`config.mk`:
```
export PLATFORM = sky130hd
export DESIGN_NAME = ov7670_dvp_emulator
export DESIGN_NICKNAME = d
export VERILOG_FILES = /design/src/rtl/ov7670_dvp_emulator.sv
export SDC_FILE = /design/constraint.sdc
export NUM_CORES = 1
export LEC_CHECK = 0
export BUFFER_PORTS_ARGS = -buffer_cell sky130_fd_sc_hd__buf_2
export CORE_UTILIZATION = 45
export DETAILED_ROUTE_END_ITERATION = 16
export PLACE_DENSITY = 0.66
export SYNTH_ARGS = -nofsm -noshare
export SYNTH_HDL_FRONTEND = slang
export SYNTH_SLANG_ARGS = --single-unit
```
`constraint.sdc`:
```
create_clock -name pclk -period 6 [get_ports pclk]
set_input_delay 0 -clock pclk [delete_from_list [all_inputs] [get_ports pclk]]
set_output_delay 0 -clock pclk [all_outputs]
set_load 0.005 [all_outputs]
```
`src/rtl/ov7670_dvp_emulator.sv`:
```
// ov7670_dvp_emulator
//   OV7670-style DVP transmitter. Reads RGB444 pixels from a synchronous frame
//   buffer and emits a vsync/href/d byte stream as RGB565, two bytes per pixel,
//   one byte per pclk. Smaller 160x120 / 320x240 buffers are up-scaled by pixel
//   and line repetition so the output always has full line/frame timing.
//
// Ports
//   pclk        byte clock; all outputs registered
//   rst_n       asynchronous active-low reset
//   enable      start/continue frames, sampled at frame boundaries only
//   rez_160x120 buffer is (H_ACTIVE/4)x(V_ACTIVE/4), 4x4 repetition (wins over 320x240)
//   rez_320x240 buffer is (H_ACTIVE/2)x(V_ACTIVE/2), 2x2 repetition
//   rd_addr     frame-buffer read address (17 bits, wraps)
//   rd_data     {R4,G4,B4}, valid one clock after rd_addr
//   vsync       frame sync, high for the whole VSYNC period
//   href        line valid
//   d           pixel byte, zero while href is low
//   frame_done  one-clock pulse on the last clock of the front porch
module ov7670_dvp_emulator #(
    parameter int H_ACTIVE    = 640,
    parameter int H_BLANK     = 144,
    parameter int V_ACTIVE    = 480,
    parameter int VSYNC_LINES = 3,
    parameter int V_BACK      = 17,
    parameter int V_FRONT     = 10
) (
    input  logic        pclk,
    input  logic        rst_n,
    input  logic        enable,
    input  logic        rez_160x120,
    input  logic        rez_320x240,
    output logic [16:0] rd_addr,
    input  logic [11:0] rd_data,
    output logic        vsync,
    output logic        href,
    output logic [7:0]  d,
    output logic        frame_done
);

    localparam int L    = 2 * H_ACTIVE + H_BLANK;
    localparam int HW   = $clog2(L);
    localparam int VM1  = (V_ACTIVE > VSYNC_LINES) ? V_ACTIVE : VSYNC_LINES;
    localparam int VM2  = (V_BACK > V_FRONT) ? V_BACK : V_FRONT;
    localparam int VMAX = (VM1 > VM2) ? VM1 : VM2;
    localparam int LW   = (VMAX > 4) ? $clog2(VMAX) : 2;

    localparam logic [HW-1:0] HC_LAST   = HW'(L - 1);
    localparam logic [HW-1:0] HC_PRE    = HW'(L - 2);
    localparam logic [HW-1:0] HC_RD_END = HW'(2 * H_ACTIVE - 2);
    localparam logic [HW-1:0] HC_HREF   = HW'(2 * H_ACTIVE);

    localparam logic [LW-1:0] LAST_VS  = LW'(VSYNC_LINES - 1);
    localparam logic [LW-1:0] LAST_VB  = LW'(V_BACK - 1);
    localparam logic [LW-1:0] LAST_ACT = LW'(V_ACTIVE - 1);
    localparam logic [LW-1:0] LAST_VF  = LW'(V_FRONT - 1);

    localparam logic [2:0] S_IDLE   = 3'd0;
    localparam logic [2:0] S_VSYNC  = 3'd1;
    localparam logic [2:0] S_VBACK  = 3'd2;
    localparam logic [2:0] S_ACTIVE = 3'd3;
    localparam logic [2:0] S_VFRONT = 3'd4;

    logic [2:0]    state, nxt_state;
    logic [HW-1:0] hcnt, nxt_hcnt;
    logic [LW-1:0] lcnt, nxt_lcnt, line_last;
    logic [1:0]    shift, nxt_shift;
    logic [16:0]   line_base, nxt_base, nxt_addr, inc;
    logic [HW-1:0] hp2, px;
    logic          frame_start, y_ones, rd_act, rd_pre;
    logic          nxt_href;
    logic [15:0]   word;

    // Position counters: state/hcnt/lcnt describe the cycle the registered
    // outputs currently present; outputs are registered from the next position.
    always_comb begin
        nxt_state = state;
        nxt_hcnt  = hcnt;
        nxt_lcnt  = lcnt;
        case (state)
            S_VSYNC:  line_last = LAST_VS;
            S_VBACK:  line_last = LAST_VB;
            S_ACTIVE: line_last = LAST_ACT;
            S_VFRONT: line_last = LAST_VF;
            default:  line_last = '0;
        endcase
        if (state == S_IDLE) begin
            if (enable)
                nxt_state = S_VSYNC;
        end else if (hcnt == HC_LAST) begin
            nxt_hcnt = '0;
            if (lcnt == line_last) begin
                nxt_lcnt = '0;
                case (state)
                    S_VSYNC:  nxt_state = S_VBACK;
                    S_VBACK:  nxt_state = S_ACTIVE;
                    S_ACTIVE: nxt_state = S_VFRONT;
                    S_VFRONT: nxt_state = enable ? S_VSYNC : S_IDLE;
                    default:  nxt_state = S_IDLE;
                endcase
            end else begin
                nxt_lcnt = lcnt + LW'(1);
            end
        end else begin
            nxt_hcnt = hcnt + HW'(1);
        end
    end

    always_comb begin
        frame_start = (nxt_state == S_VSYNC) && (state != S_VSYNC);
        if (frame_start)
            nxt_shift = rez_160x120 ? 2'd2 : (rez_320x240 ? 2'd1 : 2'd0);
        else
            nxt_shift = shift;
        inc = 17'(H_ACTIVE) >> nxt_shift;
        case (nxt_shift)
            2'd0:    y_ones = 1'b1;
            2'd1:    y_ones = nxt_lcnt[0];
            default: y_ones = &nxt_lcnt[1:0];
        endcase
        // The base advances at hcnt=L-2 rather than at end of line so the
        // look-ahead read of the next line's pixel 0 already uses it.
        if (frame_start)
            nxt_base = '0;
        else if (nxt_state == S_ACTIVE && nxt_hcnt == HC_PRE && y_ones)
            nxt_base = line_base + inc;
        else
            nxt_base = line_base;

        rd_act = (nxt_state == S_ACTIVE) && (nxt_hcnt < HC_RD_END);
        rd_pre = (nxt_hcnt >= HC_PRE) &&
                 (((nxt_state == S_VBACK) && (nxt_lcnt == LAST_VB)) ||
                  ((nxt_state == S_ACTIVE) && (nxt_lcnt != LAST_ACT)));
        // Address leads byte0 of pixel x by two clocks and is held for two.
        hp2 = nxt_hcnt + HW'(2);
        px  = rd_pre ? '0 : (hp2 >> 1);
        if (rd_act || rd_pre)
            nxt_addr = nxt_base + (17'(px) >> nxt_shift);
        else
            nxt_addr = rd_addr;

        nxt_href = (nxt_state == S_ACTIVE) && (nxt_hcnt < HC_HREF);
        word = {rd_data[11:8], rd_data[11], rd_data[7:4], rd_data[7:6],
                rd_data[3:0], rd_data[3]};
    end

    always_ff @(posedge pclk or negedge rst_n) begin
        if (!rst_n) begin
            state      <= S_IDLE;
            hcnt       <= '0;
            lcnt       <= '0;
            shift      <= '0;
            line_base  <= '0;
            rd_addr    <= '0;
            vsync      <= 1'b0;
            href       <= 1'b0;
            d          <= '0;
            frame_done <= 1'b0;
        end else begin
            state      <= nxt_state;
            hcnt       <= nxt_hcnt;
            lcnt       <= nxt_lcnt;
            shift      <= nxt_shift;
            line_base  <= nxt_base;
            rd_addr    <= nxt_addr;
            vsync      <= (nxt_state == S_VSYNC);
            href       <= nxt_href;
            d          <= nxt_href ? (nxt_hcnt[0] ? word[7:0] : word[15:8]) : '0;
            frame_done <= (nxt_state == S_VFRONT) && (nxt_lcnt == LAST_VF) &&
                          (nxt_hcnt == HC_LAST);
        end
    end

endmodule

```
-- Word-level counts from Yosys, hierarchy flattened
Index checks and enable logic that the tools add are counted.
- $add $sub $neg: 5
- $mul: 0
- div/mod/pow operators: 0
- $lt $le $gt $ge: 3
- eq/ne operators: 17
- shift-type cells: 2
- multiplexer cells: 21
- bitwise operators: 0
- reduce and logical (&&, ||, !) cells: 15
- operator list (operator ; number):
    $pmux 9 s4 ; 1
    $add 17x17->17 ; 2
    $mux 17 ; 2
    $eq 11x11->1 const B ; 3
    $mux 9 ; 3
    $lt 11x11->1 const B ; 2
    $mux 11 ; 2
    $shr 10x2->17 ; 1
    $shr 10x2->17 const A ; 1
    $mux 8 ; 2
    $eq 3x2->1 const B ; 4
    $mux 3 ; 4
    $pmux 3 s4 ; 1
    $add 11x1->11 const B ; 1
    $add 11x2->11 const B ; 1
    $ge 11x11->1 const B ; 1
    $logic_and 1x1->1 ; 10
    $mux 10 ; 1
    $add 9x1->9 const B ; 1
    $eq 9x4->1 const B ; 1
    $eq 9x5->1 const B ; 1
    $eq 9x9->1 ; 1
    $ne 9x9->1 const B ; 1
    $eq 3x1->1 const B ; 2
    other kinds (10) ; 14
- register bits: 70
- bits in latches: 0
- RAM bits: 0
- memory bits (read-only): 0
- memories kept: 0

-- Depth between registers and ports, before layout
Gate-level depths: netlist of the first run.
- word-level depth: 15
- gate-level depth with buffers: 30
- mapped depth without buffers: 26

-- Least setup slack after synthesis of the first run
Ideal clock, no wire load.
- path kind: register to register
- from: register lcnt[8]
- to: register rd_addr[15]
- library setup time: 0.082 ns
- data arrival time: 6.053 ns
- required time: 5.918 ns
- setup slack: -0.135 ns
- stages on the path, launching flop included: 29
- period minus slack after synthesis: 6.135 ns
- cell sequence: dfrtp_1 xor2_1 or3_4 a2111oi_4 a31o_1 buf_6 mux2i_1 clkbuf_1 inv_1 buf_1 nand2_1 inv_1 ha_1 a21o_1 a21oi_1 nand2_1 mux2_4 a31o_2 or2_2 nand3_1 a21oi_1 ha_1 and3_1 a211oi_1 nor2_1 mux2i_1 or2_0 or4b_1 a31oi_1
- word-level cells in the longest chain between the ends: 13
- elaborated cells on any way between the ends: 34
- those cells by class: add/sub (3); eq/ne (7); shift (2); mux (11); reduce/logical (11)
- RTL lines (what ; line ; text):
    start: declaration ; 65 ; logic [LW-1:0] lcnt, nxt_lcnt, line_last;
    start signal: assignment ; 161 ; lcnt <= nxt_lcnt;
    $eq 9x9->1 (*) ; 91 ; if (lcnt == line_last) begin
    $mux 3 (*) ; 91 ;
    $mux 3 (*) ; 89 ; end else if (hcnt == HC_LAST) begin
    $mux 3 (*) ; 86 ; if (state == S_IDLE) begin
    $eq 3x1->1 (*) ; 109 ; frame_start = (nxt_state == S_VSYNC) && (state != S_VSYNC);
    $logic_and 1x1->1 (*) ; 109 ;
    $mux 2 (*) ; 110 ; if (frame_start)
    via nxt_shift[1] ; 66 ; logic [1:0] shift, nxt_shift;
    branches (longest 3 deep; another with $add 17x17->17) ; n/a ;
    $mux 17 (*) ; 124 ; else if (nxt_state == S_ACTIVE && nxt_hcnt == HC_PRE && y_ones)
    $mux 17 (*) ; 122 ; if (frame_start)
    via nxt_base[9] ; 67 ; logic [16:0] line_base, nxt_base, nxt_addr, inc;
    $add 17x17->17 (*) ; 137 ; nxt_addr = nxt_base + (17'(px) >> nxt_shift);
    end signal: assignment ; 164 ; rd_addr <= nxt_addr;
    end: declaration ; 32 ; output logic [16:0] rd_addr,
Mark *: on every way through the listed nets, which the timed path passes.
A chain may end at the register's enable or synchronous reset.

-- Worst setup path after layout of the first run
- from: register lcnt[8]
- to: register rd_addr[15]
- word-level cells in the longest chain between the ends: 13
- elaborated cells on any way between the ends: 34
- those cells by class: add/sub (3); eq/ne (7); shift (2); mux (11); reduce/logical (11)
- RTL lines (what ; line):
    $eq 9x9->1 (*) ; 91
    branches (longest 10 deep; another with $add 17x17->17) ; n/a
    $mux 17 (*) ; 122
    via nxt_base[9] ; 67
    $add 17x17->17 (*) ; 137
Marked as above.

==> results of run 1 <==
## cell usage in the layout (no fill, tap or decap), types with 5 or more instances in the layout
cell           Yosys  routed
xnor2_1           32      32
nand2_1           48      47
nor4_1             6       5
a211oi_1          11      10
nor2_1            71      69
dfrtp_1           70      68
mux2_2             5       5
dlygate4sd3_1      0      15
ha_1              18      18
mux2i_1           15      14
o211ai_1           7       7
buf_2              2      44
o21ai_0           16      15
nor3_1            18      17
nand3_1           20      18
a21o_1             6       6
clkbuf_8           0      10
and3_1             8       8
nor3b_1            5       5
inv_1             27      27
xor2_1             8       8
a21oi_1           45      44
nand2b_1           6       6
and2_1             9       9
nand4_1            5       5
buf_4              2      24
## registers in the layout, indices dropped and copies added (netlist names)
| name | flops |
|---|---|
| d | 8 |
| frame_done | 1 |
| hcnt | 11 |
| href | 1 |
| lcnt | 9 |
| line_base | 17 |
| rd_addr | 17 |
| shift | 2 |
| state | 3 |
| vsync | 1 |
## kinds of logic (layout without fill, tap and decap cells)
family          Yosys count  in the layout  synth area share (%)
compound gates          124            124                  17.7
xor+xnor                 40             40                  7.12
fa+ha+maj                21             21                  5.60
mux                      25             25                  6.00
buf+inv                  53            128                  4.40
flops                    70             70                  35.6
simple gates            228            228                  23.5
## power groups by stage
stage	Clock, uW	Combinational [uW]	Sequential (uW)
floorplan	0	263	524
global placement	0	353	529
detailed placement	0	362	531
CTS	534	377	522
global route	553	430	527
finish	525	387	524
## worst paths after layout
path                                              from                      end  slack (ns)  cells after the start
worst max-delay path                 lcnt[8]$_DFF_PN0_  rd_addr[15]$_DFFE_PN0P_        0.29                     24
worst min-delay path                        rd_data[3]           d[4]$_DFF_PN0_        0.05                      4
worst max register to register       lcnt[8]$_DFF_PN0_  rd_addr[15]$_DFFE_PN0P_        0.29                     24
worst min register to register  line_base[2]$_DFF_PN0_   line_base[2]$_DFF_PN0_        0.49                      1
max in group asynchronous                        rst_n        lcnt[5]$_DFF_PN0_        5.00                      3
min in group asynchronous                        rst_n        lcnt[3]$_DFF_PN0_        0.35                      3
## per-stage QoR
stage               TNS [ns]  std cells
global route          -0.128        772
detailed placement         0        740
floorplan                  0        561
global placement           0        740
CTS                        0        771
finish                     0        772
## synth_stat cells (6+ instances only)
cell type	number	share of area, %
xor2_1	8	1.4
nand2_1	48	3.7
dfrtp_1	70	36
o211ai_1	7	1.1
a211oi_1	11	1.7
and3_1	8	1.0
o21ai_0	16	1.6
inv_1	27	2.1
and2_1	9	1.1
nor3_1	18	1.8
nand3_1	20	2.0
nor4_1	6	0.76
nor2_1	71	5.4
ha_1	18	4.6
xnor2_1	32	5.7
a21oi_1	45	4.6
clkbuf_1	17	1.3
mux2i_1	15	3.1
nand2b_1	6	0.76
a21o_1	6	0.92
## layer usage
metal  global-route usage, %  share of wire [%]  vias to the layer above
met5                       0                  0                        -
met1                    31.8                 46                     2197
met3                    3.25                3.1                       26
li1                        -                  -                     2135
met2                    39.7                 48                      101
met4                    10.3                2.2                        0
## area by class of cell
type                            instances  area, um2
Tap cell                              136        170
Clock inverter                          6        133
Clock buffer                           10        138
Fill cell                             978       4590
Multi-Input combinational cell        438       3020
Inverter                               29        109
Timing Repair Buffer                   83        551
Sequential cell                        70       1750
## tightest hold or removal path: cells and delay by family
| family | cells | cell delay [ns] |
|---|---|---|
| and+or+nand+nor | 2 | 0.23 |
| buffers and inverters | 1 | 0.07 |
| AOI/OAI and AO/OA | 1 | 0.06 |
## repair_timing
action / in CTS / in global routing
hold buffers: 15 / 0
setup endpoints to repair: 0 / 5
endpoints found under the hold margin: 78 / 0
resized for setup: 0 / 17
buffers inserted: 0 / 1
==> impl_metrics.csv, run 1 <==
group,metric,value,unit
floorplanning,ioPinCount,45,
global_route,antenna_found_initial,0,
global_route,grt-ovfl-total,0,
timing,skew,0.00749,ns
setup_path,critPathMaxFanout,18,
timing,period_share,95.2,%
run,cap_violations,0,
final_layout,antenna_cells,0,
setup_path,cp_slowest_cell,"or4b_1",
pwr,seq_power_share,36.5,%
drt,detail_route.iter0.violations,212,
setup_path,end_kind,"flip-flop",
logic_synthesis,ys_seq_elements,70,
placement,gp_congestion,0.928,
floorplanning,die_y,107,um
pwr,p_leak,0.00252,uW
logic_synthesis,syn_nets,598,
worst_hold_path,hp-class,"in -> reg",
global_route,grt_pass1_wl,21500,um
drt,postRouteAntennaNets,0,
placement,hpwl,9070,um
clock_network,root_buffer,"clkbuf_8",
setup_path,crit_family,"simple AND/OR/NAND/NOR gates",
pwr,combPwrFrac,27.0,%
drt,route.vias.total,4459,
logic_synthesis,postSynthAreaPerCell,8.77,um2
timing,slew_headroom,38.5,%
logic_synthesis,yosysUniqueCellTypes,79,
global_route,grt_max_degree,71,
clock_network,cts_sinks,70,
timing,layout_setup_ws,0.286,ns
pwr,switchingPower,463,uW
drt,via_per_inst,5.78,
placement,dp_slack,0.234,ns
placement,io_buffer_count,44,
logic_synthesis,ys.flop_type,"dfrtp_1",
timing,hold_viol,0,
drt,drc,0,
logic_synthesis,ys.warnings.count,0,
status,status,"finished clean",
clock_network,cts_tree,"done",
pwr,switching_share,32.3,%
setup_path,cp.required,6.28,ns
timing,tightest_slew,0.923,ns
drt,dr.pass1.iters,5,
floorplanning,initial_core_util,47.0,%
clock_network,ctsHtreeMaxLevel,3,
timing,holdWs,0.0455,ns
clock_network,clk_path_buf_depth,2,
final_layout,drive_gt1_share,20.3,%
final_layout,syn2layout_area_growth,19.4,%
logic_synthesis,synth_edf_count,0,
setup_path,crit_path_max_incr_delay,0.46,ns
logic_synthesis,syn_inst,561,
final_layout,finish.utilization,56.1,%
setup_path,cp_num_buf_inv,1,
logic_synthesis,async_reset_ff_share,100,%
final_layout,fin_area,0.00587,mm2
pwr,p_int,972,uW
floorplanning,rows,37,
pwr,p_clk_share,36.6,%
timing,rsz0062_at_grt,"yes",
logic_synthesis,yosysSeqAreaShare,35.6,%
setup_path,cp.arrival,5.99,ns
setup_path,crit_type,"reg -> reg",
global_route,first_global_vias,4461,
clock_network,clk_pin_slew,0.08,ns
clock_network,clock_latency,0.36,ns
timing,min_period,5.71,ns
floorplanning,core,0.0105,mm2
timing,finalMaxSlewViolations,0,
floorplanning,die_area,0.0114,mm2
global_route,grt_usage,24.1,%
logic_synthesis,synth_area,0.00492,mm2
pwr,irDropWorstVdd,0.000149,V
setup_path,worstPathCellList,"xor2_1 > or3_4 > a2111oi_4 > a31o_2 > mux2i_4 > buf_4 > nor2_1 > ha_1 > a21o_1 > a21oi_4 > nand2_1 > mux2_4 > a31o_2 > or2_2 > nand3_1 > a21oi_1 > ha_1 > and3_1 > a211oi_2 > nor2_1 > mux2i_1 > or2_0 > or4b_1 > a31oi_1",
placement,dpl_cell_area,0.00538,mm2
floorplanning,die_w,107,um
timing,setup_viol,0,
timing,fmax,175,MHz
drt,drt_wl_total,12600,um
pwr,p_per_area,244,mW/mm2
setup_path,cp-start-kind,"flip-flop",
clock_network,cts_inserted_buffers,9,
drt,wl_per_cell,16.3,um
pwr,total_power,1440,uW
final_layout,nNetsFinal,668,
(Power assumes the default switching activity.)
==> inputs of run 2 (changes only) <==
==> constraint.sdc (replaced) <==
create_clock -name pclk -period 4.9 [get_ports pclk]
set_input_delay 0 -clock pclk [delete_from_list [all_inputs] [get_ports pclk]]
set_output_delay 0 -clock pclk [all_outputs]
set_load 0.005 [all_outputs]
==> impl_metrics.csv, run 2 (synthesis gave the netlist of run 1 again) <==
group,metric,value,unit
global_route,grt_use_met1,32.8,%
timing,min_period,5.35,ns
drt,drt_wl_total,13600,um
setup_path,crit_type,"reg -> reg",
global_route,grt_pass1_wl,22600,um
final_layout,fin_cells,898,
run,cap_violations,0,
status,violations,"setup timing",
final_layout,top_regs,"line_base: 17 flops, rd_addr: 17 flops, hcnt: 11 flops",
worst_hold_path,min_from,"rd_data[3]",
global_route,grt_most_used_layer,"met2",
placement,gp_congestion,0.935,
final_layout,finish.utilization,68.1,%
pwr,irDropWorstVdd,0.000286,V
final_layout,antenna_cells,0,
worst_hold_path,hp-class,"in -> reg",
clock_network,ctsHtreeMaxLevel,3,
floorplanning,ioPinCount,45,
clock_network,clk_pin_slew,0.08,ns
timing,period_share,109,%
timing,slew_headroom,40.6,%
timing,setup_viol,5,
setup_path,r2r-end,"rd_addr[15]$_DFFE_PN0P_",
timing,holdWs,0.0406,ns
drt,wl_per_cell,15.1,um
drt,detail_route.iter0.violations,232,
setup_path,critPathMaxFanout,5,
floorplanning,rows,37,
setup_path,cp.arrival,5.63,ns
global_route,grt_use_met3,3.74,%
timing,finalMaxSlewViolations,0,
clock_network,clk_path_buf_depth,2,
drt,drc,0,
placement,hpwl,9880,um
timing,skew,0.0129,ns
global_route,first_global_vias,4820,
timing,tightest_slew,0.890,ns
floorplanning,die_w,107,um
worst_hold_path,hold_path_end,"d[4]$_DFF_PN0_",
final_layout,syn2layout_area_growth,44.9,%
placement,dp_slack,-0.643,ns
timing,setup_tns,-1.54,ns
setup_path,end_kind,"flip-flop",
final_layout,nNetsFinal,794,
global_route,grt_max_degree,71,
drt,dr.pass1.iters,5,
setup_path,rr_startpoint,"state[2]$_DFF_PN0_",
drt,postRouteAntennaNets,0,
setup_path,reg2reg_slack,-0.45,ns
floorplanning,die_y,107,um
status,status,"finished with violations",
final_layout,mostFrequentLayoutCell,"buf_4",
clock_network,cts_tree,"done",
global_route,grt-ovfl-total,0,
global_route,use_met2,42.1,%
setup_path,cp.required,5.18,ns
timing,rsz0062_at_grt,"yes",
setup_path,cp-start-kind,"flip-flop",
final_layout,drive_gt1_share,39.9,%
floorplanning,die_area,0.0114,mm2
floorplanning,core,0.0105,mm2
timing,fmax,187,MHz
placement,io_buffer_count,44,
worst_hold_path,holdPathStages,4,
clock_network,root_buffer,"clkbuf_8",
timing,hold_viol,0,
pwr,p_per_area,247,mW/mm2
drt,via_per_inst,5.38,
setup_path,r2r_cells,25,
drt,route.vias.total,4832,
pwr,p_leak,0.00316,uW
global_route,grt_usage,25.1,%
timing,layout_setup_ws,-0.454,ns
final_layout,final_cell_mix,"buf_4 (148), dfrtp_1 (69), nor2_1 (68)",
clock_network,clock_latency,0.36,ns
floorplanning,initial_core_util,47.0,%
clock_network,cts_inserted_buffers,9,
placement,placedCellCount,851,
global_route,antenna_found_initial,0,
clock_network,cts_sinks,70,
run 2: cell count changes in the layout (fill, tap and decap cells not counted), sizes merged:
cell | before | now
clkinv | 1 | 2
clkbuf | 10 | 13
bufinv | 4 | 0
buf | 68 | 194
run 2: area by class of cell:
cell class	count	area (um2)
sequential	70	1750
clock inverter	3	17.5
timing repair buffer	209	1530
inverter	29	111
multi-input combinational	438	3380
clock buffer	13	169
tap	136	170
fill	811	3340
run 2: timing repair:
| item | in CTS | in global routing |
|---|---|---|
| resized for setup | 25 | 51 |
| setup endpoints to repair | 8 | 9 |
| buffers inserted | 5 | 11 |
| pin swaps | 26 | 35 |
| cloned | 0 | 0 |
| hold buffers | 15 | 0 |
| endpoints found under the hold margin | 78 | 0 |
run 2: worst max-delay path by stage:
stage,start,to,slack (ns),cells past startpoint
4_1_cts,state[2]$_DFF_PN0_,rd_addr[15]$_DFFE_PN0P_,-0.35,26
2_1_floorplan,lcnt[8]$_DFF_PN0_,rd_addr[15]$_DFFE_PN0P_,-0.79,26
5_1_grt,state[2]$_DFF_PN0_,rd_addr[15]$_DFFE_PN0P_,-0.66,26
3_3_place_gp,state[1]$_DFF_PN0_,rd_addr[15]$_DFFE_PN0P_,-0.43,25
3_5_place_dp,state[1]$_DFF_PN0_,rd_addr[15]$_DFFE_PN0P_,-0.64,26
6_report,state[2]$_DFF_PN0_,rd_addr[15]$_DFFE_PN0P_,-0.45,25
run 2: critical path: stages, from the launching register on:
cell and delay [ns]:
dfrtp_1 0.41, nand2b_4 0.15, or3_4 0.37, a2111oi_4 0.41, a31o_4 0.24, buf_12 0.11, mux2i_4 0.29, nand2_4 0.08
inv_2 0.07, ha_4 0.19, a21o_1 0.18, a21oi_4 0.17, nand2_1 0.08, mux2_4 0.29, a31o_4 0.23, or2_4 0.23
nand3_4 0.07, a21oi_4 0.06, ha_4 0.30, and3_4 0.20, a211oi_4 0.06, nor2_1 0.11, mux2i_1 0.10, or2_1 0.26
or4b_1 0.46, a31oi_1 0.14
run 2: metrics by stage:
step,instance area [um2],total power (uW)
after floorplan,5030,972
after global placement,6300,1240
after detailed placement,6300,1250
after CTS,6790,1720
after global routing,7130,1870
final,7130,1760
run 2: report_power, final:
part	switching (uW)	total, uW	internal, uW
Clock	223	447	224
Sequential	21.2	626	605
Combinational	348	688	340
run 2: routing by layer:
layer  up-vias  share of wire, %
li1       2389                 -
met1      2316                45
met2       103                49
met3        24               3.6
met4         0               1.9
met5         -                 0
